### config.mk
export PLATFORM = sky130hd
export DESIGN_NAME = atm_pin_verify
export DESIGN_NICKNAME = d
export VERILOG_FILES = /design/src/rtl/atm_pkg.sv /design/src/rtl/atm_inactivity_timer.sv /design/src/rtl/atm_pin_verify.sv
export SDC_FILE = /design/constraint.sdc
export NUM_CORES = 1
export LEC_CHECK = 0
export BUFFER_PORTS_ARGS = -buffer_cell sky130_fd_sc_hd__clkbuf_2
export CAP_MARGIN = 15
export CORE_MARGIN = 2
export CORE_UTILIZATION = 45
export CTS_BUF_LIST = sky130_fd_sc_hd__clkbuf_8
export DETAILED_ROUTE_END_ITERATION = 10
export MAX_ROUTING_LAYER = met4
export PLACE_DENSITY = 0.69
export SLEW_MARGIN = 15
export SYNTH_ARGS = -nofsm -noshare
export SYNTH_HDL_FRONTEND = slang
export SYNTH_SLANG_ARGS = --single-unit
### constraint.sdc
create_clock -name clk -period 3 [get_ports clk]
set_input_delay 0.6 -clock clk [delete_from_list [all_inputs] [get_ports clk]]
set_output_delay 0.6 -clock clk [all_outputs]
set_load 0.02 [all_outputs]
### src/rtl/atm_pkg.sv
// Shared encodings and sizes for the ATM PIN verification block.
package atm_pkg;
  localparam int PIN_DIGITS = 4;
  localparam int DIGIT_W    = 4;
  localparam int PIN_W      = PIN_DIGITS * DIGIT_W;

  typedef enum logic [2:0] {
    S_IDLE    = 3'd0,
    S_COLLECT = 3'd1,
    S_CHECK   = 3'd2,
    S_OK      = 3'd3,
    S_FAIL    = 3'd4,
    S_LOCKED  = 3'd5
  } state_t;
endpackage

### src/rtl/atm_inactivity_timer.sv
// Inactivity counter: counts enabled cycles, saturates at TIMEOUT_CYCLES-1.
module atm_inactivity_timer #(
  parameter int TIMEOUT_CYCLES = 1024
) (
  input  logic clk,
  input  logic reset,
  input  logic clear,
  input  logic enable,
  output logic expired
);
  localparam int CW = (TIMEOUT_CYCLES > 1) ? $clog2(TIMEOUT_CYCLES) : 1;
  localparam logic [CW-1:0] LAST = CW'(TIMEOUT_CYCLES - 1);

  logic [CW-1:0] cnt_q, cnt_d;

  assign expired = (cnt_q == LAST);

  // Next count: clear wins, otherwise advance while enabled until expiry.
  always_comb begin
    cnt_d = cnt_q;
    if (clear)                cnt_d = '0;
    else if (enable && !expired) cnt_d = cnt_q + 1'b1;
  end

  // Counter register.
  always_ff @(posedge clk) begin
    if (reset) cnt_q <= '0;
    else       cnt_q <= cnt_d;
  end
endmodule

### src/rtl/atm_pin_verify.sv
// PIN entry/verification FSM: collects four BCD digits, compares with the
// card PIN, counts wrong attempts and retains the card on lockout.
module atm_pin_verify
  import atm_pkg::*;
#(
  parameter int MAX_ATTEMPTS   = 3,
  parameter int TIMEOUT_CYCLES = 1024
) (
  input  logic             clk,
  input  logic             reset,
  input  logic             start,
  input  logic             key_valid,
  input  logic [DIGIT_W-1:0] key_digit,
  input  logic             key_clear,
  input  logic             key_enter,
  input  logic [PIN_W-1:0] stored_pin,
  output logic             pin_ok,
  output logic             pin_fail,
  output logic             timeout,
  output logic             card_retain,
  output logic [1:0]       attempts_left,
  output logic [2:0]       digit_count,
  output logic [2:0]       state
);
  state_t             state_q, state_d;
  logic [PIN_W-1:0]   pin_buf_q, pin_buf_d;
  logic [2:0]         cnt_q, cnt_d;
  logic [1:0]         att_q, att_d;
  logic               tmr_clear, tmr_en, tmr_expired, timeout_c;

  atm_inactivity_timer #(.TIMEOUT_CYCLES(TIMEOUT_CYCLES)) u_timer (
    .clk     (clk),
    .reset   (reset),
    .clear   (tmr_clear),
    .enable  (tmr_en),
    .expired (tmr_expired)
  );

  assign pin_ok        = (state_q == S_OK);
  assign pin_fail      = (state_q == S_FAIL);
  assign card_retain   = (state_q == S_LOCKED);
  assign timeout       = timeout_c;
  assign attempts_left = att_q;
  assign digit_count   = cnt_q;
  assign state         = state_q;

  // Next-state, datapath updates and timer control.
  always_comb begin
    state_d   = state_q;
    pin_buf_d = pin_buf_q;
    cnt_d     = cnt_q;
    att_d     = att_q;
    tmr_clear = 1'b1;
    tmr_en    = 1'b0;
    timeout_c = 1'b0;
    case (state_q)
      S_IDLE: begin
        if (start) begin
          state_d   = S_COLLECT;
          pin_buf_d = '0;
          cnt_d     = '0;
          att_d     = 2'(MAX_ATTEMPTS);
        end
      end
      S_COLLECT: begin
        if (!start) begin
          state_d = S_IDLE;
        end else if (key_clear) begin
          pin_buf_d = '0;
          cnt_d     = '0;
        end else if (key_enter) begin
          // Short entries are dropped without costing an attempt.
          if (cnt_q == 3'(PIN_DIGITS)) state_d = S_CHECK;
        end else if (key_valid) begin
          // Invalid digits and overflow digits still count as activity.
          if (key_digit <= 4'd9 && cnt_q < 3'(PIN_DIGITS)) begin
            pin_buf_d = {pin_buf_q[PIN_W-DIGIT_W-1:0], key_digit};
            cnt_d     = cnt_q + 3'd1;
          end
        end else if (tmr_expired) begin
          timeout_c = 1'b1;
          state_d   = S_IDLE;
        end else begin
          tmr_clear = 1'b0;
          tmr_en    = 1'b1;
        end
      end
      S_CHECK: begin
        pin_buf_d = '0;
        cnt_d     = '0;
        if (!start) begin
          state_d = S_IDLE;
        end else if (pin_buf_q == stored_pin) begin
          state_d = S_OK;
        end else begin
          att_d   = att_q - 2'd1;
          state_d = (att_q == 2'd1) ? S_LOCKED : S_FAIL;
        end
      end
      S_OK: state_d = S_IDLE;
      S_FAIL: begin
        pin_buf_d = '0;
        cnt_d     = '0;
        state_d   = start ? S_COLLECT : S_IDLE;
      end
      S_LOCKED: state_d = S_LOCKED;
      default: state_d = S_IDLE;
    endcase
  end

  // State and datapath registers.
  always_ff @(posedge clk) begin
    if (reset) begin
      state_q   <= S_IDLE;
      pin_buf_q <= '0;
      cnt_q     <= '0;
      att_q     <= 2'(MAX_ATTEMPTS);
    end else begin
      state_q   <= state_d;
      pin_buf_q <= pin_buf_d;
      cnt_q     <= cnt_d;
      att_q     <= att_d;
    end
  end
endmodule

==> results of run 1 <==
[placed cells by master (no fill, tap or decap), types with 2 or more instances in the layout]
cell	count
ha_1	4
xnor2_1	20
and3_1	6
a21oi_1	18
o21ai_0	4
o31ai_1	2
clkbuf_8	5
and2_1	3
buf_4	2
clkbuf_2	37
nand3_1	24
nor3b_1	2
a21oi_2	2
xor2_1	5
nand2b_1	2
nor2_1	22
nand2_1	3
dfxtp_1	34
or2_1	2
inv_1	26
nor4_1	2
or2_2	16
nand4_1	6
[layout make-up]
class | instances | area (sq um)
Clock buffer | 5 | 68.8
Clock inverter | 2 | 7.51
Fill cell | 391 | 1870
Inverter | 24 | 90.1
Multi-Input combinational cell | 162 | 1070
Sequential cell | 34 | 681
Tap cell | 50 | 62.6
Timing Repair Buffer | 39 | 200
[per-stage QoR]
step / power (uW) / worst slack, ns / hold WS [ns] / instance area, sq um
floorplan: 548 / 0.790 / 0.426 / 1920
global placement: 578 / 0.833 / 0.440 / 2110
detailed placement: 578 / 0.818 / 0.451 / 2110
CTS: 880 / 0.829 / 0.467 / 2180
global route: 921 / 0.759 / 0.481 / 2180
finish: 872 / 0.864 / 0.463 / 2180
[synthesized netlist by cell type, drive strengths merged]
library cell  number  area [sq um]
buf                8          63.8
a32oi              1          8.76
nand4              6          37.5
mux2               1          11.3
xnor2             20           175
a21oi             20           108
ha                 4          50.1
o21ai              6          33.8
or2b               1          7.51
o221ai             1          8.76
o21a               1          7.51
inv               24          90.1
dfxtp             34           681
nand4b             1          8.76
clkbuf             4          15.0
or2               18           113
nor3               1          5.00
o31ai              2          15.0
and3               6          37.5
nor2              22          82.6
and2               3          18.8
a31oi              2          18.8
a21boi             1          7.51
nor4               4          46.3
nor3b              2          15.0
o311ai             1          26.3
nor4b              1          15.0
xor2               5          43.8
and3b              1          8.76
nand3             24           120
nand2              3          11.3
nand2b             3          26.3
or3                1          6.26
[how the worst max path moves through the flow]
stage | start | to | slack (ns) | cells after the start
after detailed placement | key_enter | pin_buf_q[13] | 0.82 | 7
after global routing | state[1] | timeout | 0.76 | 4
after global placement | key_enter | pin_buf_q[7] | 0.83 | 7
after floorplan | key_clear | timeout | 0.79 | 5
final | u_timer.cnt_q[0] | timeout | 0.86 | 5
after CTS | u_timer.cnt_q[0] | timeout | 0.83 | 5
[registers in the layout, indices dropped and copies added (netlist names)]
register and flops:
pin_buf_q 16, u_timer.cnt_q 10, digit_count 3, state 3, attempts_left 2
[kinds of logic (layout without fill, tap and decap cells)]
logic type,count (synthesis),count (layout),share of synthesized area
multiplexers,1,1,0.00586
AO/OA/AOI/OAI,35,35,0.122
flip-flops,34,34,0.354
XOR/XNOR,25,25,0.114
AND/OR/NAND/NOR,97,97,0.291
buffers and inverters,36,70,0.0878
adder cells (fa/ha/maj),4,4,0.0260
[power breakdown]
| part | internal [uW] | switching (uW) |
|---|---|---|
| Combinational | 43.5 | 62.1 |
| Sequential | 455 | 6.89 |
| Clock | 153 | 152 |
| Total | 652 | 221 |
[per-layer routing]
| layer | wire length, microns | global-route usage | up-vias |
|---|---|---|---|
| met2 | 1600 | 0.241 | 35 |
| met4 | 42 | 0.0458 | 0 |
| li1 | - | - | 839 |
| met3 | 178 | 0.0451 | 4 |
| met5 | 0 | - | - |
| met1 | 1920 | 0.226 | 711 |
==> reports/results.txt, run 1 <==
Cells after synthesis = 232
Core area = 0.00406 sq mm
Share of cells above drive strength 1 = 0.263
Count of pins over their slew limit = 0
Slew @ Worst Pin = 0.598 ns
R2R depth = 5
First-pass GRT wire length = 6.38 mm
CP Capture Type = output port
DRC violation count after routing = 0
Area of the mapped netlist = 0.00192 sq mm
Clk sinks = 34
Clk buf depth = 2
Final period util = 0.712
Cell count after placement = 309
Total Die Area = 0.00481 sq mm
IO Pins = 38
Row cnt = 23
CP Cell Sequence = ha_1 > and2_1 > nand4_1 > nor2_1 > clkbuf_2
Worst min-delay path category = reg2reg
Max_slew headroom = 0.601
Fin util = 0.538
Nets@finish = 296
Req. time, crit path = 2.40 ns
Post-CTS Setup Bufs = 0
Final hold viol count = 0
CTS root buf = clkbuf_8
Routed Antenna Nets = 0
Antenna violations before repair = 0
Register area share after synthesis = 0.354
Fin crit period = 2.14 ns
Unique masters post-synth = 43
Vias per inst = 5.03
MaxCap Viol Count = 0
Fmax = 0.468 GHz
Width of the die = 69.4 microns
Layout Cells excl Fill = 316
Register bit total from synthesis = 34
Clock Latency Late Sink = 0.27 ns
Outcome = complete, no violations
Gr usage total = 0.166
Lkg Pwr = 0.000817 uW
R2R setup slack = 1.05 ns
Synthesized net count = 262
CTS tree = yes
Post-DP HPWL = 2.75 mm
Worst r2r dst = pin_buf_q[9]
DR vias = 1,589
Port Buffer Count = 37
Reg2reg start = state[1]
Hold buffer count at cts = 0
Post-CTS Resized = 0
Setup TNS = 0 ns
Hold Crit Start = u_timer.cnt_q[0]
Worst VDD drop = 0.000414 V
Cell family contributing the most delay on the critical path = simple AND/OR/NAND/NOR gates
Grt ovf = 0
Setup violators final = 0
Drt first pass iters = 4
Total CTS buffers = 5
Via count of the first global-routing pass = 1,415
Synthesized area per cell = 8.29 sq um
Unrepaired setup endpoints after global routing = false
Yosys warns = 0
Pin count of the biggest net entering global routing = 23
Hold Crit Endpoint = u_timer.cnt_q[0]
Setup Skew = 0.00397 ns
CP peak stage delay = 0.37 ns
PD cells = 400 mW/mm^2
Arr. time, crit path = 1.54 ns
Max FO, Critical Path = 4
Setup crit start kind = flip-flop
Die H = 69.4 microns
GPL Wtd Cong = 0.817
Iteration-0 DRC Markers = 112
Total Wirelength = 3.74 mm
WP buf/inv = 1
Slowest CP cell = dfxtp_1
Syn-to-layout area delta = 13.5%
Kind of critical path = reg2out
Initial Util = 0.474
WL per Instance = 11.8 microns
CTS HTree Levels = 2
Diodes inserted = 0
Cells on Worst Hold Path = 1
Clock transition at the registers of the reported paths = 0.07 ns
Power figures use the tool's default switching activity.
==> run 2, diff against run 1 <==
--- a/config.mk
+++ b/config.mk
@@ -5,6 +5,7 @@
 export SDC_FILE = /design/constraint.sdc
 export NUM_CORES = 1
 export LEC_CHECK = 0
+export ABC_AREA = 1
 export BUFFER_PORTS_ARGS = -buffer_cell sky130_fd_sc_hd__clkbuf_2
 export CAP_MARGIN = 15
 export CORE_MARGIN = 2
@@ -12,7 +13,7 @@
 export CTS_BUF_LIST = sky130_fd_sc_hd__clkbuf_8
 export DETAILED_ROUTE_END_ITERATION = 10
 export MAX_ROUTING_LAYER = met4
-export PLACE_DENSITY = 0.69
+export PLACE_DENSITY = 0.72
 export SLEW_MARGIN = 15
 export SYNTH_ARGS = -nofsm -noshare
 export SYNTH_HDL_FRONTEND = slang
==> constraint.sdc (replaced) <==
create_clock -name clk -period 1.8 [get_ports clk]
set_input_delay 0.36 -clock clk [delete_from_list [all_inputs] [get_ports clk]]
set_output_delay 0.36 -clock clk [all_outputs]
set_load 0.02 [all_outputs]
==> run 2 against run 1 <==
Net effect:
- the run now ends with setup timing left
- largest power group unchanged
- clock power increased by 89%
- via count increased by 20%
- clock skew decreased by 0.0011 ns
- register-to-register slack got worse by 1.1 ns
- sequential share of layout area decreased by 3.5 points
- critical path depth increased by 8
- utilization increased by 7.2 points
- non-clock buffer count increased by 17
==> reports/results.txt, run 2 <==
Outcome = complete, but fails checks
Failing checks = setup timing
WL per Instance = 10.3 microns (-13%)
R2R setup slack = -0.09 ns (-1.14 ns)
WHS = 0.327 ns (-0.136 ns)
Pin count of the biggest net entering global routing = 28 (+22%)
GPL Wtd Cong = 0.890 (+8.9%)
Width of the die = 69.3 microns (about the same)
Most frequent cells in the layout = 88 x nand2_1, 55 x inv_1, 44 x nor2_1
Cells taking the most area after synthesis = dfxtp_1 35%, nand2_1 19%, inv_1 11%
Synthesized area per cell = 6.32 sq um (-24%)
Total Wirelength = 4.25 mm (+14%)
WP buf/inv = 7 (+6)
Top FF cell, synth = dfxtp_1
Setup Skew = 0.00286 ns (-0.00112 ns)
Slew @ Worst Pin = 0.330 ns (-0.268 ns)
Max_slew headroom = 0.779 (+0.178)
Async SR Flop Fraction = 0 (unchanged)
Setup violators final = 2 (+2)
Clock transition at the registers of the reported paths = 0.07 ns (about the same)
Total CTS buffers = 5 (unchanged)
Via count of the first global-routing pass = 1,718 (+21%)
Iteration-0 DRC Markers = 96 (-14%)
Sequential Power Share = 0.463 (-0.067)
P_sw = 546 uW (+150%)
Worst min-delay path category = in2reg
Post-synth top area share = 0.354 (+0.000461)
Diodes inserted = 0 (unchanged)
DRC violation count after routing = 0 (unchanged)
Grt ovf = 0 (unchanged)
Fin crit period = 1.89 ns
Initial Util = 0.473 (-0.000617)
Row cnt = 23 (unchanged)
Lkg Pwr = 0.00128 uW (+57%)
Count of pins over their slew limit = 0 (unchanged)
Routed Antenna Nets = 0 (unchanged)
Switching share of power = 0.303 (+0.0502)
Gr usage total = 0.186 (+0.0203)
Worst r2r dst = u_timer.cnt_q[6]
Core area = 0.00406 sq mm (unchanged)
Post-synth EDFFs = 0 (unchanged)
R2R depth = 13 (+8)
Slowest CP cell = dfxtp_2
Layout Cells excl Fill = 413 (+31%)
Largest area contributor in the netlist = dfxtp_1
Most common library cells after synthesis = 95 x nand2_1, 55 x inv_1, 45 x nor2_1
Power Total = 1800 uW (+110%)
CTS root buf = clkbuf_8
Area of the mapped netlist = 0.00192 sq mm (-0.13%)
Setup crit start kind = flip-flop
PD cells = 727 mW/mm^2 (+82%)
CTS tree = yes
Worst VDD drop = 0.000556 V (+34%)
Share of cells above drive strength 1 = 0.253 (-0.00971)
Cell count after placement = 391 (+27%)
Port Buffer Count = 37 (unchanged)
Setup WS pre-CTS = 0.0284 ns (-0.789 ns)
Final period util = 1.05
Pint = 1260 uW (+93%)
First-pass GRT wire length = 7.08 mm (+11%)
Vias per inst = 4.63 (-7.9%)
Syn-to-layout area delta = 29.0%
Hold Crit Start = reset
Register area share after synthesis = 0.354 (+0.000461)
CP Launch Point = u_timer.cnt_q[0]
CP Cell Sequence = ha_4 > nand2_4 > nor3_4 > nand2_2 > buf_4 > buf_6 > buf_4 > buf_4 > buf_4 > buf_4 > buf_4 > nand2_2 > nor2_2
CP most frequent cell = buf_4
Clock Latency Late Sink = 0.29 ns (+0.02 ns)
Die H = 69.3 microns (about the same)
Synthesized net count = 334 (+27%)
Largest Register = pin_buf_q
Hold Crit Endpoint = state[0]
Antenna violations before repair = 0 (unchanged)
Nets@finish = 392 (+32%)
Yosys warns = 0 (unchanged)
Top Registers = pin_buf_q x16, u_timer.cnt_q x10
Slack of the critical path = -0.0906 ns (-0.955 ns)
Clk buf depth = 2 (unchanged)
CP peak stage delay = 0.35 ns (-0.02 ns)
Setup TNS = -0.148 ns (-0.148 ns)
FILL cells = 372 (-4.9%)
Reg2reg start = u_timer.cnt_q[0]
CP Capture Type = flip-flop
Kind of critical path = reg2reg
DR vias = 1,912 (+20%)
Unique masters post-synth = 28 (-35%)
Max FO, Critical Path = 2 (-2)
CTS HTree Levels = 2 (unchanged)
Register bit total from synthesis = 34 (unchanged)
Fmax = 0.529 GHz
Req. time, crit path = 1.98 ns (-0.42 ns)
IO Pins = 38 (unchanged)
Total Die Area = 0.00481 sq mm (-0.12%)
MaxCap Viol Count = 0 (unchanged)
Part of the power in the clock network = 0.319 (-0.030)
Unrepaired setup endpoints after global routing = true
Commonest non-fill, non-tap cell in the layout = nand2_1
Cell family contributing the most delay on the critical path = buffers and inverters
Number of flip-flops in the largest register = 16 (unchanged)
Cells on Worst Hold Path = 2 (+1)
Clk sinks = 34 (unchanged)
Arr. time, crit path = 2.07 ns (+0.53 ns)
Cells after synthesis = 304 (+31%)
Post-DP HPWL = 2.87 mm (+4.3%)
Combinational Power Share = 0.218 (+0.097)
Drt first pass iters = 4 (unchanged)
Most common cell in the synthesized netlist = nand2_1
Final hold viol count = 0 (unchanged)
-- run 2: cell types whose count changed after synthesis, sizes merged, moves of 4 or more --
cell	before	now
nor3	1	5
nor2	22	47
and3	6	0
nand3	24	13
nand4	6	0
inv	24	58
clkbuf	4	0
or2	18	0
a21oi	20	7
nand2	3	97
xnor2	20	0
o21ai	6	22
nor4	4	0
-- run 2: power groups by stage --
stage / Clock, uW / Combinational, uW / Sequential [uW]
2_1_floorplan: 0 / 259 / 863
3_3_place_gp: 0 / 376 / 852
3_5_place_dp: 0 / 381 / 852
4_1_cts: 589 / 385 / 835
5_1_grt: 624 / 454 / 841
6_report: 575 / 392 / 835
-- run 2: how the worst max path moves through the flow --
stage / endpoint / slack, ns / cells past startpoint
after floorplan: timeout / 0.04 / 7
final: u_timer.cnt_q[6] / -0.09 / 13
after CTS: timeout / -0.18 / 8
after detailed placement: timeout / 0.03 / 8
after global routing: u_timer.cnt_q[6] / -0.18 / 12
after global placement: timeout / 0.06 / 8
-- run 2: layer usage --
metal | GRT usage | vias to the layer above | routed length, microns
met5 | - | - | 0
met4 | 0.0784 | 0 | 67
met3 | 0.0523 | 6 | 170
met2 | 0.298 | 39 | 2080
met1 | 0.219 | 825 | 1940
li1 | - | 1042 | -
-- run 2: timing repair --
action	in CTS	in global routing
setup buffers	13	4
hold buffers	0	0
pin swaps	5	9
setup endpoints to repair	1	5
gates resized for setup	10	18
-- run 2: final cells by class --
| class | count | area (sq um) | share of cell area |
|---|---|---|---|
| inverters | 58 | 218 | 0.0879 |
| clock buffers | 6 | 82.6 | 0.0333 |
| well taps | 50 | 62.6 | 0.0253 |
| flip-flops and latches | 34 | 684 | 0.276 |
| multi-input cells | 207 | 1060 | 0.429 |
| repair buffers | 56 | 358 | 0.144 |
| clock inverters | 2 | 8.76 | 0.00354 |
-- run 2: through the flow --
| stage | util | area, sq um |
|---|---|---|
| 2_1_floorplan | - | 1920 |
| 3_3_place_gp | 0.539 | 2190 |
| 3_5_place_dp | 0.539 | 2190 |
| 4_1_cts | 0.596 | 2420 |
| 5_1_grt | 0.611 | 2480 |
| 6_report | 0.611 | 2480 |
-- run 2: kinds of logic (layout without fill, tap and decap cells) --
group,Yosys count,after routing,share of synthesized area
AND/OR/NAND/NOR,165,165,0.357
XOR/XNOR,2,2,0.00912
AO/OA/AOI/OAI,36,36,0.124
adder cells (fa/ha/maj),4,4,0.0261
buffers and inverters,63,122,0.130
flip-flops,34,34,0.354
==> run 3, diff against run 2 <==
--- a/config.mk
+++ b/config.mk
@@ -8,7 +8,6 @@
 export ABC_AREA = 1
 export BUFFER_PORTS_ARGS = -buffer_cell sky130_fd_sc_hd__clkbuf_2
 export CAP_MARGIN = 15
-export CORE_MARGIN = 2
 export CORE_UTILIZATION = 45
 export CTS_BUF_LIST = sky130_fd_sc_hd__clkbuf_8
 export DETAILED_ROUTE_END_ITERATION = 10
==> run 3 against run 2 <==
Net effect:
- the run still ends with setup timing left
- wire length is 0.24% lower
- final area is 0.61% higher
- flip-flop and latch count stayed put
- via count is 0.63% higher
- hold slack better by 0.0022 ns
- total power is 15% higher
- critical endpoint is now timeout
- largest power group is now the clock network
- die area is 5.7% lower
- clock-buffer cell count is 1 lower
- sequential share of layout area is 0.22 points lower
- largest cell class unchanged
- final cell count is 0.48% lower
- critical path depth is 5 lower
- fmax is 2.2% lower
==> reports/results.txt, run 3 (synthesized netlist as in run 2, its figures left out) <==
Slack of the critical path = -0.134 ns (-0.0429 ns)
Fin crit period = 1.93 ns (+0.0429 ns)
Clk buf depth = 2 (unchanged)
Worst r2r dst = state[0]
Kind of critical path = reg2out
Row cnt = 23 (unchanged)
Vias per inst = 4.68 (+1.1%)
Antenna violations before repair = 0 (unchanged)
Max FO, Critical Path = 2 (unchanged)
Core area = 0.00406 sq mm (unchanged)
R2R setup slack = -0.05 ns (+0.04 ns)
Diodes inserted = 0 (unchanged)
Count of pins over their slew limit = 0 (unchanged)
Clock Latency Late Sink = 0.29 ns (about the same)
Grt ovf = 0 (unchanged)
Unrepaired setup endpoints after global routing = true
CP Capture Type = output port
Die H = 67.3 microns (-2.9%)
CP Cell Sequence = ha_4 > nand2_4 > nor3_4 > nand2_2 > nor2_4 > nand2_2 > nor2_4 > buf_6
Placed Area = 0.00219 sq mm (unchanged)
Pin count of the biggest net entering global routing = 30 (+7.1%)
Syn-to-layout area delta = 29.8%
Area occupied by multi-input gates = 0.00106 sq mm (-0.35%)
Largest Register = pin_buf_q
FILL cells = 387 (+4.0%)
Combinational Power Share = 0.188 (-0.030)
First-pass GRT wire length = 6.68 mm (-5.7%)
P_sw = 570 uW (+4.5%)
Share of cells above drive strength 1 = 0.233 (-0.0208)
Slowest CP cell = dfxtp_2
Lkg Pwr = 0.00129 uW (+0.95%)
Worst VDD drop = 0.000495 V (-11%)
Hold buffer count at cts = 0 (unchanged)
Commonest non-fill, non-tap cell in the layout = nand2_1
Fmax = 0.517 GHz (-2.2%)
Setup crit start kind = flip-flop
Nets@finish = 390 (-0.51%)
Cells on Worst Hold Path = 3 (+1)
Post-DP HPWL = 2.99 mm (+4.1%)
CTS HTree Levels = 2 (unchanged)
Worst min-delay path category = in2reg
Setup Skew = 0.00642 ns (+0.00356 ns)
Hold Crit Endpoint = pin_buf_q[0]
Reg2reg start = u_timer.cnt_q[0]
Setup TNS = -0.184 ns (-0.0357 ns)
IO Pins = 38 (unchanged)
Final instance area = 0.00249 sq mm (+0.61%)
MaxCap Viol Count = 0 (unchanged)
WL per Instance = 10.3 microns (+0.25%)
Part of the power in the clock network = 0.410 (+0.091)
DR vias = 1,924 (+0.63%)
Clock transition at the registers of the reported paths = 0.07 ns (about the same)
Number of flip-flops in the largest register = 16 (unchanged)
Max_slew headroom = 0.747 (-0.0311)
Arr. time, crit path = 1.57 ns (-0.50 ns)
Hold Crit Start = key_digit[0]
Final period util = 1.07 (+0.0238)
Initial Util = 0.473 (unchanged)
Setup violators final = 2 (unchanged)
Top Registers = pin_buf_q x16, u_timer.cnt_q x10
CP peak stage delay = 0.36 ns (about the same)
DRC violation count after routing = 0 (unchanged)
Total CTS buffers = 5 (unchanged)
Routed Antenna Nets = 0 (unchanged)
Register area = 683 sq um (-0.18%)
Drt first pass iters = 4 (unchanged)
Most frequent cells in the layout = 92 x nand2_1, 55 x inv_1, 44 x nor2_1
CTS tree = yes
Sequential Power Share = 0.401 (-0.062)
PD cells = 835 mW/mm^2 (+15%)
Total Die Area = 0.00453 sq mm (-5.7%)
Gr usage total = 0.202 (+0.0157)
Total Wirelength = 4.24 mm (-0.24%)
GPL Wtd Cong = 0.783 (-12%)
Clk sinks = 34 (unchanged)
Outcome = complete, but fails checks
Via count of the first global-routing pass = 1,711 (-0.41%)
CTS root buf = clkbuf_8
Switching share of power = 0.274 (-0.0288)
Power Total = 2080 uW (+15%)
Port Buffer Count = 37 (unchanged)
Pint = 1510 uW (+20%)
Req. time, crit path = 1.44 ns (-0.54 ns)
Failing checks = setup timing
Slew @ Worst Pin = 0.374 ns (+0.0444 ns)
R2R depth = 12 (-1)
Iteration-0 DRC Markers = 69 (-28%)
Width of the die = 67.3 microns (-2.9%)
Final hold viol count = 0 (unchanged)
run 3: changes by cell type in the layout (fill, tap and decap cells not counted), sizes merged:
cell,previous run,this run
clkbuf,42,41
inv,59,58
buf,20,18
bufinv,0,2
run 3: power groups by stage:
stage               Clock (uW)  Sequential (uW)  Combinational, uW
detailed placement           0              852                382
global placement             0              851                374
CTS                        868              835                388
finish                     853              835                392
floorplan                    0              863                259
global route               897              841                455
run 3: worst max-delay path, delay by kind of cell (launching register included):
family | cells | cell delay, ns
buf+inv | 1 | 0.12
simple gates | 6 | 0.65
fa+ha+maj | 1 | 0.15
flops | 1 | 0.36
run 3: area by class of cell:
cell class,count,share of cell area
clock buffer,5,0.0276
clock inverter,3,0.0276
inverter,58,0.0873
multi-input combinational,207,0.425
sequential,34,0.274
tap,50,0.0251
timing repair buffer,54,0.133
run 3: worst max path at each step:
stage	end	slack, ns	start
6_report	timeout	-0.13	u_timer.cnt_q[0]
5_1_grt	timeout	-0.20	u_timer.cnt_q[0]
4_1_cts	timeout	-0.17	u_timer.cnt_q[1]
3_5_place_dp	timeout	-0.03	u_timer.cnt_q[0]
3_3_place_gp	timeout	0.06	u_timer.cnt_q[0]
2_1_floorplan	timeout	0.04	u_timer.cnt_q[0]
run 3: metal layers:
| layer | part of all wire | wire, microns | vias to the layer above | track usage |
|---|---|---|---|---|
| met1 | 0.45 | 1910 | 842 | 0.205 |
| li1 | - | - | 1041 | - |
| met5 | 0 | 0 | - | - |
| met4 | 0.0094 | 40 | 0 | 0.0479 |
| met2 | 0.50 | 2110 | 35 | 0.373 |
| met3 | 0.043 | 183 | 6 | 0.0625 |
run 3: metrics by stage:
stage | util | cells | setup WS, ns | hold slack, ns
6_report | 0.614 | 411 | -0.134 | 0.329
5_1_grt | 0.614 | 411 | -0.204 | 0.332
4_1_cts | 0.601 | 408 | -0.170 | 0.323
3_5_place_dp | 0.539 | 391 | -0.0253 | 0.473
3_3_place_gp | 0.539 | 391 | 0.0611 | 0.455
2_1_floorplan | - | 304 | 0.0404 | 0.418
run 3: timing repair:
item	4_1_cts	5_1_grt
endpoints found under the setup margin	2	11
resized for setup	11	9
pin swaps	6	6
buffers inserted	10	3
